`src/rtl/fetch_unit.sv`:
```
// Instruction fetch unit: PC sequencing, instruction buffer, redirect and misaligned-redirect fault.
// Define FETCH_PREFETCH_EN for a DEPTH-entry prefetch FIFO; default build uses a single-entry buffer.
module fetch_unit #(
   parameter logic [6:0]  RESET_PC = 7'd4,
   parameter int unsigned DEPTH    = 2
) (
   input  logic        clk,
   input  logic        rst_n,
   output logic [6:0]  rom_addr,
   output logic        rom_en,
   input  logic [31:0] rom_data,
   input  logic        redirect_valid,
   input  logic [6:0]  redirect_pc,
   output logic        instr_valid,
   input  logic        instr_ready,
   output logic [31:0] instr,
   output logic [6:0]  instr_pc,
   output logic        fault
);

`ifdef FETCH_PREFETCH_EN
   localparam int unsigned BufDepth = (DEPTH < 1) ? 1 : DEPTH;
`else
   localparam int unsigned BufDepth = 1;
`endif
   localparam int unsigned PtrW  = (BufDepth > 1) ? $clog2(BufDepth) : 1;
   localparam int unsigned Slots = 1 << PtrW;
   localparam int unsigned CntW  = $clog2(BufDepth + 1);

   typedef enum logic [1:0] {StFetch, StStall, StFault} state_e;

   state_e            state_q;
   logic [6:0]        pc_q;
   logic              fault_q;
   logic [CntW-1:0]   cnt_q;
   logic [PtrW-1:0]   rd_ptr_q, wr_ptr_q;
   logic [31:0]       data_q [Slots];
   logic [6:0]        addr_q [Slots];

   logic buf_full;
   logic pop;

   function automatic logic [PtrW-1:0] ptr_inc(input logic [PtrW-1:0] p);
      return (p == PtrW'(BufDepth - 1)) ? '0 : p + 1'b1;
   endfunction

   always_comb begin
      buf_full    = (cnt_q == CntW'(BufDepth));
      instr_valid = (cnt_q != '0);
      pop         = instr_valid && instr_ready;
      // A full buffer may still fetch when its head leaves in the same cycle.
      rom_en      = rst_n && (state_q == StFetch) && !redirect_valid && (!buf_full || pop);
      rom_addr    = pc_q;
      instr       = instr_valid ? data_q[rd_ptr_q] : '0;
      instr_pc    = instr_valid ? addr_q[rd_ptr_q] : '0;
      fault       = fault_q;
   end

   always_ff @(posedge clk or negedge rst_n) begin
      if (!rst_n) begin
         state_q  <= StFetch;
         pc_q     <= RESET_PC;
         fault_q  <= 1'b0;
         cnt_q    <= '0;
         rd_ptr_q <= '0;
         wr_ptr_q <= '0;
         for (int i = 0; i < Slots; i++) begin
            data_q[i] <= '0;
            addr_q[i] <= '0;
         end
      end else if (state_q != StFault) begin
         if (redirect_valid) begin
            // Redirect wins over everything, including a same-cycle pop.
            cnt_q    <= '0;
            rd_ptr_q <= '0;
            wr_ptr_q <= '0;
            if (redirect_pc[1:0] != 2'b00) begin
               state_q <= StFault;
               fault_q <= 1'b1;
            end else begin
               pc_q    <= redirect_pc;
               state_q <= StFetch;
            end
         end else begin
            if (pop) begin
               rd_ptr_q <= ptr_inc(rd_ptr_q);
            end
            if (rom_en) begin
               data_q[wr_ptr_q] <= rom_data;
               addr_q[wr_ptr_q] <= pc_q;
               wr_ptr_q         <= ptr_inc(wr_ptr_q);
               pc_q             <= pc_q + 7'd4;
            end
            case ({rom_en, pop})
               2'b10:   cnt_q <= cnt_q + 1'b1;
               2'b01:   cnt_q <= cnt_q - 1'b1;
               default: cnt_q <= cnt_q;
            endcase
            if (state_q == StFetch && !rom_en) begin
               state_q <= StStall;
            end else if (state_q == StStall && pop) begin
               state_q <= StFetch;
            end
         end
      end
   end

endmodule

```
`config.mk`:
```
export PLATFORM = sky130hd
export DESIGN_NAME = fetch_unit
export DESIGN_NICKNAME = d
export VERILOG_FILES = /design/src/rtl/fetch_unit.sv
export SDC_FILE = /design/constraint.sdc
export NUM_CORES = 1
export LEC_CHECK = 0
export CAP_MARGIN = 20
export CORE_UTILIZATION = 43
export DETAILED_ROUTE_END_ITERATION = 8
export PLACE_DENSITY = 0.8
export SLEW_MARGIN = 25
export SYNTH_ARGS = -nofsm -noshare
export SYNTH_HDL_FRONTEND = slang
export SYNTH_SLANG_ARGS = --single-unit
```
`constraint.sdc`:
```
create_clock -name clk -period 2.1 [get_ports clk]
set_input_delay 0.21 -clock clk [delete_from_list [all_inputs] [get_ports clk]]
set_output_delay 0.21 -clock clk [all_outputs]
set_load 0.01 [all_outputs]
```
Word level (Yosys, flattened, before mapping):

Index checks and enable logic that the tools add are counted.

* register bits: 91

* add/sub/neg operators: 5
* order comparisons: 3
* equal/unequal tests: 5
* mux-type cells: 29
* bitwise gates (word level): 3
* reduce and logical (&&, ||, !) cells: 24

Operators by type and width (count)
* 2-to-1 mux 32 bit: 5
* bitwise mux 64 bit: 1
* 2-to-1 mux 7 bit: 8
* demux 32 bit (select 1 bit): 1
* bitwise mux 14 bit: 1
* AND reduction 3 bit: 3
* 2-to-1 mux 2 bit: 4
* AND reduction 2 bit: 4
* adder 7 x 3 -> 7 bit (second input constant): 1
* demux 7 bit (select 1 bit): 1
* logical AND 1 bit: 7
* 2-to-1 mux 1 bit: 7
* nonzero test 2 bit: 3
* nonzero test 3 bit: 2
* equality test 2 x 1 -> 1 bit (second input constant): 2
* >= comparator 2 bit (second input constant): 2
* inequality test 2 bit (second input constant): 2
* inverter 1 -> 2 bit: 2
* adder 1 bit (second input constant): 3
* zero test 1 bit: 3
* equality test 2 bit (second input constant): 1
* zero test 2 bit: 1
* less-than comparator 2 x 1 -> 1 bit (second input constant): 1
* one-hot mux 1 bit (2 select lines): 1
* other kinds (3): 3

Longest topological paths before layout:

* depth in word-level cells: 8
* mapped depth: 4
* mapped depth without buffers: 4

Worst setup path before layout:

No wires, ideal clock.

* kind: flip-flop to flip-flop
* start: reg state_q[1]
* end: reg pc_q[5], in the netlist rom_addr[5]
* setup time: 0.140 ns
* arrival: 1.333 ns
* data required time: 1.960 ns
* path slack: 0.626 ns
* cell stages (with the launch flop): 4
* buffers on the path: 0
* period minus slack after synthesis: 1.474 ns
* cell sequence: dfrtp_1 > or4b_1 > o31ai_1 > a221oi_1

* longest elaborated chain between the ends: 6
* elaborated cells between the ends (all ways): 7

RTL lines
* start: declaration: line 32 `state_e state_q;`
* start signal: assignment: line 61 `state_q <= StFetch;`
* start signal: assignment: line 78 `state_q <= StFault;`
* start signal: assignment: line 82 `state_q <= StFetch;`
* zero test 2 bit: line 52 `rom_en = rst_n && (state_q == StFetch) && !redirect_valid && (!buf_full || pop);`
* logical AND 1 bit (3 in a row): line 52
* nonzero test 2 bit (no source line)
* AND reduction 3 bit (no source line) (*)
* end signal: assignment: line 81 `pc_q <= redirect_pc;`
* end signal: assignment: line 92 `pc_q <= pc_q + 7'd4;`
* end: declaration: line 33 `logic [6:0] pc_q;`

Mark *: on every way between the ends. The rest lies on a longest branch, timed or not.
A chain may end at the register's enable or synchronous reset.

Final worst setup path:

* start: reg cnt_q, in the netlist instr_valid
* end: out instr[27]

* longest elaborated chain between the ends: 1

RTL lines
* start: declaration: line 35 `logic [CntW-1:0] cnt_q;`
* start signal: assignment: line 95 `2'b10: cnt_q <= cnt_q + 1'b1;`
* start signal: assignment: line 96 `2'b01: cnt_q <= cnt_q - 1'b1;`
* start signal: assignment: line 97 `default: cnt_q <= cnt_q;`
* 2-to-1 mux 32 bit: line 54 `instr = instr_valid ? data_q[rd_ptr_q] : '0;`
* end: declaration: line 16 `output logic [31:0] instr,`

Every way passes these cells.

==> flow_summary.json <==
{
  "outcome": "completed",
  "clkPwrFrac_pct": 23.6,
  "h-tree-depth": 2,
  "powerDensity_nw_per_um2": 812.8,
  "rsz0062_at_grt": "no",
  "cts_tree": "done",
  "async_flop_share_pct": 100.0,
  "p_int_mw": 2.064,
  "nets": 330,
  "path_class": "reg2out",
  "path_cells": "buf_4, and2_1, clkdlybuf4s50_1",
  "synth.lib_cells_used.distinct": 36,
  "ant_nets": 0,
  "ios": 92,
  "seq_area_frac_synth_pct": 53.27,
  "grt_pass1_wl_mm": 8.493,
  "worst_slew_margin_rel_pct": 65.49,
  "root_buffer": "sky130_fd_sc_hd__clkbuf_8",
  "timing.critical_path.slowest_stage_cell": "sky130_fd_sc_hd__clkdlybuf4s50_1",
  "min_period_over_period_pct": 90.61,
  "globalplace.congestion": 0.8541,
  "drt_pass1_iterations": 4,
  "period_minus_slack_ps": 1903,
  "worst_r2r_startpoint": "state_q[1]$_DFFE_PN0P_",
  "fin_worst_skew_ps": 6.081,
  "vdd_ir_drop_max_v": 0.0004170,
  "drv.max_cap_violation_count": 0,
  "critPathMaxFanout": 22,
  "dominantRegCellSynth": "sky130_fd_sc_hd__dfrtp_1",
  "placement.cell_area_um2": 3333,
  "timing.critical_path.slowest_cell_delay_ps": 550,
  "netSwitchingPower_mw": 0.7540,
  "core_area_um2": 5172,
  "post_synth_edffs": 0,
  "drt-total-wl_mm": 5.050,
  "cts.sink_count": 50,
  "share_seq_of_total_power_pct": 46.3,
  "crit_required_ps": 1890,
  "synth.net_count": 232,
  "hold_violations": 0,
  "layout-area-overhead-vs-synth_pct": 47.47,
  "fillerInstances": 416,
  "port-buffer-count": 91,
  "totalNegativeSetupSlack_ps": 0,
  "die_area_um2": 5767,
  "timing.critical_path.buf_inv": 2,
  "cts.path.max_buffers": 2,
  "via_count_of_the_first_global_routing_pass": 1708,
  "worst_r2r_endpoint": "data_q[44]$_DFFE_PN0P_",
  "routed-via-count": 1763,
  "initial_antenna_violation_count": 0,
  "rows": 26,
  "worst_max_slew_pin_slew_ps": 517.6,
  "finalMaxSlewViolations": 0,
  "synthCells": 188,
  "yosysWarningCount": 0,
  "post-route-drc-count": 0,
  "worstRegToRegCells": 4,
  "start_util_pct": 45.45,
  "data_arrival_time_of_the_critical_path_ps": 1690,
  "yosys_register_bits": 50,
  "crit_path_end_kind": "primary output",
  "worst_skew_pair.late_latency_ps": 300,
  "power_frac_comb_pct": 30.1,
  "fmax_mhz": 525.5,
  "critical_path.top_delay_family": "buffers and inverters",
  "die_width_um": 75.94,
  "routed_wire_length_per_instance_um": 14.15,
  "final_hpwl_from_detailed_placement_mm": 3.619,
  "route.detailed.vias_per_inst": 4.938,
  "start_kind": "register",
  "pin_count_of_the_biggest_net_entering_global_routing": 43,
  "multiInputGateArea_um2": 1020,
  "static_leakage_nw": 1.522,
  "groute.usage.overall_pct": 18.69,
  "synth.cell_area_um2": 2351,
  "cts-buffers-inserted": 5,
  "final-setup-viol-count": 0,
  "fp.dieH_um": 75.94,
  "worst-path-stages": 3,
  "worst_setup_hold_path_clk_slew_ps": 80,
  "avgSynthCellArea_um2": 12.51,
  "register_to_register_path_setup_slack_ps": 440,
  "num_antenna_cells": 0,
  "hp-class": "in2async",
  "number_of_design_rule_violations_left_by_the_first_detailed_router_iteration": 66,
  "globalRouteOverflowTotal": 0,
  "drive_above_1_share_pct": 21.25,
  "ff_latch_area_um2": 1254,
  "switching_share_pct": 26.76,
  "final_design_area_no_fill_um2": 3467
}
==> power by group through the flow <==
| stage | clock network [mW] | logic [mW] | registers (mW) |
|---|---|---|---|
| 2_1_floorplan | 0 | 0.413 | 1.30 |
| 3_3_place_gp | 0 | 0.840 | 1.31 |
| 3_5_place_dp | 0 | 0.860 | 1.32 |
| 4_1_cts | 0.690 | 0.867 | 1.30 |
| 5_1_grt | 0.718 | 0.927 | 1.34 |
| 6_report | 0.665 | 0.849 | 1.30 |
==> cell families after synthesis <==
family / count (synthesis) / synth area share (%)
simple gates: 65 / 17.78
buf+inv: 13 / 3.353
fa+ha+maj: 1 / 0.5321
flops: 50 / 53.27
mux: 41 / 19.64
compound gates: 18 / 5.429
==> registers in the layout (all words and copies together), names as in the netlist <==
register     flops
data_q          32
addr_q           7
fault            1
state_q          2
rom_addr         7
instr_valid      1
==> through the flow <==
step	util (%)	hold slack, ps	power (mW)	worst slack [ps]	std cells
detailed placement	64.44	99.37	2.182	87.05	347
CTS	66.96	447.7	2.861	41.29	357
finish	67.03	471.3	2.818	197.1	357
global route	67.03	476.8	2.982	99.56	357
floorplan	-	-85.59	1.709	626.5	188
global placement	64.44	92.47	2.151	119.9	347
==> worst reg2reg max path, stage by stage, from the launching register on <==
cell,delay [ps]
sky130_fd_sc_hd__dfrtp_1,480
sky130_fd_sc_hd__nor4b_4,320
sky130_fd_sc_hd__nand2_2,90
sky130_fd_sc_hd__buf_4,280
sky130_fd_sc_hd__mux2_1,380
==> placed cells by master (no fill, tap or decap), types with 2 or more instances in the layout <==
master                            instances
sky130_fd_sc_hd__a31o_2                   2
sky130_fd_sc_hd__buf_4                    7
sky130_fd_sc_hd__dlygate4sd3_1            2
sky130_fd_sc_hd__nor3_1                   3
sky130_fd_sc_hd__nand4_1                  2
sky130_fd_sc_hd__dfrtp_1                 48
sky130_fd_sc_hd__clkdlybuf4s50_1         89
sky130_fd_sc_hd__nand2_1                  4
sky130_fd_sc_hd__nor2_1                   2
sky130_fd_sc_hd__and2_1                  41
sky130_fd_sc_hd__inv_1                    4
sky130_fd_sc_hd__nor2b_1                  2
sky130_fd_sc_hd__mux2_2                  37
sky130_fd_sc_hd__mux2_1                   4
sky130_fd_sc_hd__clkbuf_8                 5
sky130_fd_sc_hd__a221oi_1                 2
sky130_fd_sc_hd__o21ai_0                  5
sky130_fd_sc_hd__nand2b_1                 2
==> synth_stat cells, types with 2 or more instances <==
cell | count | area, um2
sky130_fd_sc_hd__dfrtp_1 | 49 | 1226
sky130_fd_sc_hd__and2_1 | 41 | 256.5
sky130_fd_sc_hd__mux2_2 | 37 | 416.7
sky130_fd_sc_hd__clkbuf_1 | 5 | 18.77
sky130_fd_sc_hd__o21ai_0 | 5 | 25.02
sky130_fd_sc_hd__buf_6 | 4 | 45.04
sky130_fd_sc_hd__inv_1 | 4 | 15.01
sky130_fd_sc_hd__mux2_1 | 4 | 45.04
sky130_fd_sc_hd__nand2_1 | 4 | 15.01
sky130_fd_sc_hd__nor3_1 | 3 | 15.01
sky130_fd_sc_hd__a221oi_1 | 2 | 17.52
sky130_fd_sc_hd__a31o_2 | 2 | 17.52
sky130_fd_sc_hd__nand2b_1 | 2 | 12.51
sky130_fd_sc_hd__nand4_1 | 2 | 12.51
sky130_fd_sc_hd__nor2_1 | 2 | 7.510
sky130_fd_sc_hd__nor2b_1 | 2 | 12.51
==> worst max-delay path by stage <==
stage | from | end
final | instr_valid$_DFFE_PN0P_ | instr[27]
after global placement | redirect_valid | rom_addr[5]$_DFFE_PN0P_
after global routing | instr_valid$_DFFE_PN0P_ | instr[14]
after detailed placement | redirect_valid | rom_addr[5]$_DFFE_PN0P_
after floorplan | state_q[1]$_DFFE_PN0P_ | rom_addr[5]$_DFFE_PN0P_
after CTS | rst_n | rom_en
==> what timing repair did <==
item / CTS / global route
setup endpoints to repair: 0 / 2
buffers inserted: 0 / 0
resized for setup: 0 / 2
hold buffers: 2 / 0
hold endpoints to repair: 8 / 0
==> final cells by class <==
type / count / area share [%]
flip-flops and latches: 50 / 36.16
multi-input cells: 125 / 29.41
repair buffers: 100 / 28.29
well taps: 70 / 2.526
clock buffers: 6 / 2.093
clock inverters: 2 / 1.083
inverters: 4 / 0.4331
==> metal layers <==
layer / share of wire [%] / track usage, % / routed length [um] / vias up
met4: 1.2 / 5.769 / 61 / 0
met3: 6.2 / 4.819 / 313 / 7
li1: - / - / - / 848
met2: 46 / 29.64 / 2319 / 65
met5: 0 / 0 / 0 / -
met1: 47 / 25.18 / 2355 / 843
(Power assumes the default switching activity.)
